**src/rtl/issue_sched.sv**
```systemverilog
// issue_sched: age-ordered issue queue with tag wakeup and oldest-ready selection.
// Defining ISSUE_SCHED_FLUSH_EN adds a flush input that clears the queue like rst.
module issue_sched #(
  parameter int DEPTH = 8,
  parameter int OP_W  = 7,
  parameter int TAG_W = 6,
  parameter int AGE_W = 3
) (
  input  logic               clk,
  input  logic               rst,
`ifdef ISSUE_SCHED_FLUSH_EN
  input  logic               flush,
`endif
  input  logic               disp_valid,
  output logic               disp_ready,
  input  logic [OP_W-1:0]    disp_op,
  input  logic [TAG_W-1:0]   disp_tag,
  input  logic [TAG_W-1:0]   disp_src1,
  input  logic [TAG_W-1:0]   disp_src2,
  input  logic               disp_src1_rdy,
  input  logic               disp_src2_rdy,
  input  logic               wk_valid,
  input  logic [TAG_W-1:0]   wk_tag,
  output logic               iss_valid,
  input  logic               iss_ready,
  output logic [OP_W-1:0]    iss_op,
  output logic [TAG_W-1:0]   iss_tag,
  output logic [TAG_W-1:0]   iss_src1,
  output logic [TAG_W-1:0]   iss_src2,
  output logic [AGE_W:0]     count,
  output logic               full,
  output logic               empty
);
  logic [DEPTH-1:0] valid, rdy1, rdy2, elig;
  logic [OP_W-1:0]  op_q   [DEPTH];
  logic [TAG_W-1:0] tag_q  [DEPTH];
  logic [TAG_W-1:0] src1_q [DEPTH];
  logic [TAG_W-1:0] src2_q [DEPTH];
  logic [AGE_W-1:0] age_q  [DEPTH];
  logic [AGE_W-1:0] sel, free, new_age;
  logic             disp_fire, iss_fire, clr;
`ifdef ISSUE_SCHED_FLUSH_EN
  assign clr = rst | flush;
`else
  assign clr = rst;
`endif
  assign elig       = valid & rdy1 & rdy2;
  assign iss_valid  = |elig;
  assign iss_fire   = iss_valid && iss_ready;
  assign full       = count == (AGE_W+1)'(DEPTH);
  assign empty      = count == '0;
  assign disp_ready = !full;
  assign disp_fire  = disp_valid && disp_ready;
  // a freed slot is still valid this cycle, so it is never chosen as free
  assign new_age    = count[AGE_W-1:0] - AGE_W'(iss_fire);
  assign iss_op     = op_q[sel];
  assign iss_tag    = tag_q[sel];
  assign iss_src1   = src1_q[sel];
  assign iss_src2   = src2_q[sel];
  always_comb begin
    sel = '0;
    for (int i = 0; i < DEPTH; i++)
      if (elig[i] && (!elig[sel] || age_q[i] < age_q[sel])) sel = AGE_W'(i);
  end
  always_comb begin
    free = '0;
    for (int i = DEPTH-1; i >= 0; i--)
      if (!valid[i]) free = AGE_W'(i);
  end
  always_ff @(posedge clk) begin
    if (clr) begin
      valid <= '0;
      count <= '0;
    end else begin
      for (int i = 0; i < DEPTH; i++) begin
        if (wk_valid && wk_tag == src1_q[i]) rdy1[i] <= 1'b1;
        if (wk_valid && wk_tag == src2_q[i]) rdy2[i] <= 1'b1;
        if (iss_fire && age_q[i] > age_q[sel]) age_q[i] <= age_q[i] - 1'b1;
      end
      if (iss_fire) valid[sel] <= 1'b0;
      if (disp_fire) begin
        valid[free]  <= 1'b1;
        op_q[free]   <= disp_op;
        tag_q[free]  <= disp_tag;
        src1_q[free] <= disp_src1;
        src2_q[free] <= disp_src2;
        rdy1[free]   <= disp_src1_rdy | (wk_valid && wk_tag == disp_src1);
        rdy2[free]   <= disp_src2_rdy | (wk_valid && wk_tag == disp_src2);
        age_q[free]  <= new_age;
      end
      count <= count + (AGE_W+1)'(disp_fire) - (AGE_W+1)'(iss_fire);
    end
  end
endmodule

```
**config.mk**
```make
export PLATFORM = sky130hd
export DESIGN_NAME = issue_sched
export DESIGN_NICKNAME = d
export VERILOG_FILES = /design/src/rtl/issue_sched.sv
export SDC_FILE = /design/constraint.sdc
export NUM_CORES = 1
export LEC_CHECK = 0
export BUFFER_PORTS_ARGS = -buffer_cell sky130_fd_sc_hd__buf_2
export CAP_MARGIN = 20
export CORE_MARGIN = 2
export CORE_UTILIZATION = 40
export DETAILED_ROUTE_END_ITERATION = 8
export HOLD_SLACK_MARGIN = 0.12
export SYNTH_ARGS = -nofsm -noshare
export SYNTH_HDL_FRONTEND = slang
export SYNTH_SLANG_ARGS = --single-unit
export TNS_END_PERCENT = 30
```
**constraint.sdc**
```tcl
create_clock -name clk -period 33.7 [get_ports clk]
set_clock_uncertainty 0.15 [all_clocks]
set_input_delay 6.74 -clock clk [delete_from_list [all_inputs] [get_ports clk]]
set_output_delay 6.74 -clock clk [all_outputs]
set_load 0.01 [all_outputs]
```
==> Word-level counts from Yosys, hierarchy flattened <==
Memory sizes are Yosys's and may differ from the RTL's.
Cells that the tools add are included.
{ "op_classes": {"addsub": 11, "multipliers": 0, "div": 0, "n_lt_le_gt_ge": 25, "eq_ne": 19, "shifts": 0, "muxes": 97, "n_bitwise": 7, "n_reduce_logical": 54} }
{ "op_table": {"columns": ["op", "n"], "rows": [
  ["6-bit == test", 18],
  ["1-bit 2-to-1 mux", 68],
  ["8-bit 2-to-1 mux", 5],
  ["1-bit logical AND", 37],
  ["3-bit 2-to-1 mux", 12],
  ["8-bit AND", 3],
  ["3-bit > comparator", 8],
  ["3-bit by 4-bit < comparator with 1-bit output, second input constant", 6],
  ["3-bit by 1-bit subtractor with 3-bit output, second input constant", 8],
  ["3-bit < comparator", 7],
  ["1-bit binary-select mux with 3-bit select", 6],
  ["8-bit bitwise mux", 2],
  ["1-bit zero test", 8],
  ["8-bit NOT", 1],
  ["8-bit OR", 1],
  ["8-bit OR reduction", 1],
  ["1-bit logical OR", 7],
  ["1-bit demux with 3-bit select", 2],
  ["3-bit by 1-bit greater-or-equal comparator with 1-bit output, second input constant", 2],
  ["4-bit by 1-bit adder with 4-bit output", 1],
  ["4-bit == test, second input constant", 1],
  ["4-bit zero test", 1],
  ["1-bit by 4-bit < comparator with 1-bit output, second input constant", 1],
  ["2-bit by 4-bit < comparator with 1-bit output, second input constant", 1],
  ["4 further kinds", 6]
]} }
{ "word_totals": {"ff_bits": 28, "latchBits": 0, "ramBits": 224, "mem_bits_ro": 0, "input_bits": 38, "out_inout_bits": 33, "elab_cells": 222, "n_memories": 5} }
{ "mem_list": {"columns": ["memory", "depth", "width", "rd", "rd_ports_with_merged_regs", "write_ports", "line_no", "source"], "rows": [
  ["op_q", 8, 7, 1, 0, 1, "35", "logic [OP_W-1:0] op_q [DEPTH];"],
  ["src1_q", 8, 6, 9, 0, 1, "37", "logic [TAG_W-1:0] src1_q [DEPTH];"],
  ["src2_q", 8, 6, 9, 0, 1, "38", "logic [TAG_W-1:0] src2_q [DEPTH];"],
  ["tag_q", 8, 6, 1, 0, 1, "36", "logic [TAG_W-1:0] tag_q [DEPTH];"],
  ["age_q", 8, 3, 15, 0, 9, "39", "logic [AGE_W-1:0] age_q [DEPTH];"]
]} }

==> Logic depth before layout (Yosys ltp) <==
{ "logic_depth": {"ltp_word": 52, "mapped_depth": 73} }

==> Worst setup path after synthesis <==
OpenSTA, ideal clock, no wires.
{ "synth_path": {"kind": "flip-flop to output port", "start": "memory age_q[1][2]", "end": "output port iss_op[2]", "arrival_time_ns": 11.485, "t_required_ns": 26.810, "setup_slack_ns": 15.325, "path_stages_with_launch": 61, "path_buffers": 3, "path_cell_list": "edfxtp_1 > ha_1 > a21oi_1 > o21ai_2 > a21o_1 > nand2_1 > a21boi_0 > ha_1 > a2111oi_4 > and2_1 > nor2_1 > or2_2 > nand2_1 > ha_1 > a211o_1 > nor2_1 > nor4bb_1 > or3_1 > (+25 left out) > o211a_2 > or3_1 > clkbuf_1 > clkbuf_1 > a31oi_1 > o2bb2ai_1 > ha_1 > nor2_1 > nand2_1 > a21boi_0 > o31ai_1 > or2_4 > o21a_4 > nor2_4 > buf_6 > mux2_1 > a221oi_1 > o221ai_1"} }
{ "synth_lines": {"columns": ["item", "line_no", "source"], "rows": [
  ["start, declared", "39", null],
  ["end, declared", "26", "output logic [OP_W-1:0] iss_op,"]
]} }

==> metrics.yaml <==
placement:
  post-place-cells: 1562
  io_buffers: 70
  placed_area_um2: 14500
  pre_cts_ws_ns: 11.93
  finalWeightedCongestion: 0.955
  hpwl_mm: 23.7
global_route:
  track_usage: 0.202
  grt_pass1_wl_mm: 55.5
  grt_pass1_vias: 9269
  grt_overflow: 0
  grt_max_degree: 65
  antenna_found_initial: 1
sta:
  hold_violations: 0
  timing.hold.ws_ns: 0.377
  drv_slew: 0
  worst_slew_pin_slew_ns: 1.06
  fin_ws_ns: 11.08
  max_freq_ghz: 0.0442
  period_share: 0.671
  setup_viol: 0
  max-slew-margin-rel: 0.290
  setup-tns-final_ns: 0
  fin_crit_ns: 22.62
  grt_setup_unrepaired: "false"
power_and_ir_drop:
  p_leak_nw: 5.83
  power_density_nw_per_um2: 50.9
  p_total_mw: 0.786
  vdd_ir_drop_max_uv: 40.6
routing:
  drt_iter0_markers: 723
  vias: 9228
  drt_wl_total_mm: 36.0
  drtPass1Iterations: 5
  vias_per_cell: 5.71
  ant_nets: 0
  wl_per_cell_um: 22.2
  post-route-drc-count: 0
synth:
  synth-main-ff-cell: "edfxtp_1"
  synth_top_area_share: 0.528
  synthMostInstantiatedCell: "edfxtp_1"
  syn_area_per_cell_um2: 12.6
  synth_seq_area_share: 0.545
  netlist_top_cells_area: "edfxtp_1, mux2i_1, ha_1, xnor2_1, xor2_1"
  ys_ff_latch: 252
  synth_common_cells: "edfxtp_1, mux2i_1, xnor2_1, xor2_1, nor2_1"
  yosys_warnings: 0
  synth_edf_count: 240
  syn_nets: 1167
  netlist_area_um2: 13700
  synth.distinct_cells: 81
  synthCells: 1082
  synth_top_cell_by_area: "edfxtp_1"
  synthArstFlopShare: 0
clocking:
  clk_pin_slew_worst_paths_ns: 0.06
  cts.path.max_buffers: 3
  cts_num_sinks: 252
  ctsHoldBuffers: 0
  postCtsResizedCells: 0
  clkLatencyLatePin_ns: 0.57
  cts_tree: "done"
  htreeDepth: 1
  cts_buffers: 29
  post_cts_buffers: 0
  cts_root_buffer: "clkbuf_16"
layout:
  area_growth_pct: 13.2
  design_area_um2: 15500
  fin_cells: 1617
  nets: 1232
  drive_gt1_frac: 0.155
  fin_util: 0.460
  fillCellCount: 3030
  antennaDiodeCount: 0
worst_setup_path:
  crit_type: "reg2out"
  worstSetupStartpoint: "age_q[0][2]"
  crit_path_end: "iss_op[6]"
  end_kind: "output port"
  worst-path-max-fanout: 64
  r2r_slack_ns: 17.10
  cp_slowest_cell: "buf_4"
  r2r-end: "age_q[4][1]"
  required_ns: 26.81
  crit_path_start_kind: "flip-flop"
  critical_path_arrival_ns: 15.73
  slowest_delay_ns: 0.92
  r2r_cells: 67
  r2r-start: "age_q[0][2]"
floorplanning:
  io_pins: 71
  die-area_um2: 35600
  core_area_um2: 33600
  rows: 67
  initial_core_util: 0.406
  fp.dieH_um: 189
  die_x_um: 189
run_status:
  status: "finished, final reports clean"
flow_run:
  drv_cap: 0
hold_path:
  hp-class: "reg2reg"
cells in the final DEF, fill, tap and decap left out, types with 5 or more instances in the layout:
cell,synthesis,final
clkbuf_16,0,29
buf_4,6,14
o22ai_1,5,5
xnor2_1,63,63
inv_1,40,40
nor2_1,59,52
nor3_1,13,11
clkinv_2,0,6
o21ai_1,5,5
xor2_1,63,63
edfxtp_1,240,240
nor2_4,1,8
mux2_1,24,24
ha_1,46,46
a221oi_1,14,14
nand2_1,48,48
a221oi_2,10,10
mux2i_1,89,89
a31oi_1,6,6
dfxtp_1,12,12
o221ai_1,26,26
mux2_2,5,5
or3_1,8,8
a21oi_1,48,48
a211oi_1,8,7
o31ai_1,6,6
o21ai_0,29,29
nand3_1,12,12
and3_1,31,31
buf_2,2,70
clkinv_1,0,8
nand4_1,21,21
nor4_1,21,21
sequential cells by signal, summed over array words and instances, names as in the netlist:
signal  count
tag_q      48
op_q       56
age_q      24
src2_q     48
src1_q     48
rdy1        8
count       4
valid       8
rdy2        8
logic make-up (layout without fill, tap and decap cells):
logic type / Yosys count / after routing / share of synthesized area
buffers and inverters: 92 / 179 / 0.0311
DFF: 252 / 252 / 0.545
muxes: 119 / 119 / 0.0901
xor gates and xnor gates: 126 / 126 / 0.0808
AOI/OAI and AO/OA: 204 / 204 / 0.115
and+or+nand+nor: 236 / 236 / 0.0897
adders and majority gates: 53 / 53 / 0.0482
worst min-delay path by stage:
stage              from       end  slack [ns]  cells after the start
3_3_place_gp   valid[5]  valid[5]        0.35                      2
6_report       valid[5]  valid[5]        0.38                      2
3_5_place_dp   valid[4]  valid[4]        0.36                      2
5_1_grt        valid[5]  valid[5]        0.40                      2
4_1_cts        valid[4]  valid[4]        0.37                      2
2_1_floorplan  valid[4]  valid[4]        0.32                      2
power breakdown:
group / switching, mW / internal [mW] / leakage [nW] / total (mW)
sequential: 0.00755 / 0.355 / 2.28 / 0.362
clock: 0.128 / 0.188 / 0.468 / 0.316
combinational: 0.0665 / 0.0417 / 3.09 / 0.108
total: 0.202 / 0.584 / 5.83 / 0.786
critical path, delay by kind of cell, from the launching register on:
family	cells	cell delay (ns)
DFF	1	0.50
buffers and inverters	4	1.37
and+or+nand+nor	22	4.23
adders and majority gates	7	1.82
muxes	3	0.79
AOI/OAI and AO/OA	28	6.34
cell type report:
cell class                 instances  area, µm²  share of cell area
multi-input combinational        738       5850               0.379
tap                              448        561              0.0363
sequential                       252       7450               0.482
timing repair buffer              86        494              0.0320
inverter                          40        150             0.00971
clock inverter                    21        216              0.0140
clock buffer                      32        737              0.0477
metal layers:
metal  track usage  vias up  wire length [µm]
li1              -     4279                 -
met4        0.0670        2              1220
met1         0.282     4581             16400
met2         0.325      297             16300
met3        0.0276       69              2030
met5             0        -                11
Power figures use the tool's default switching activity.
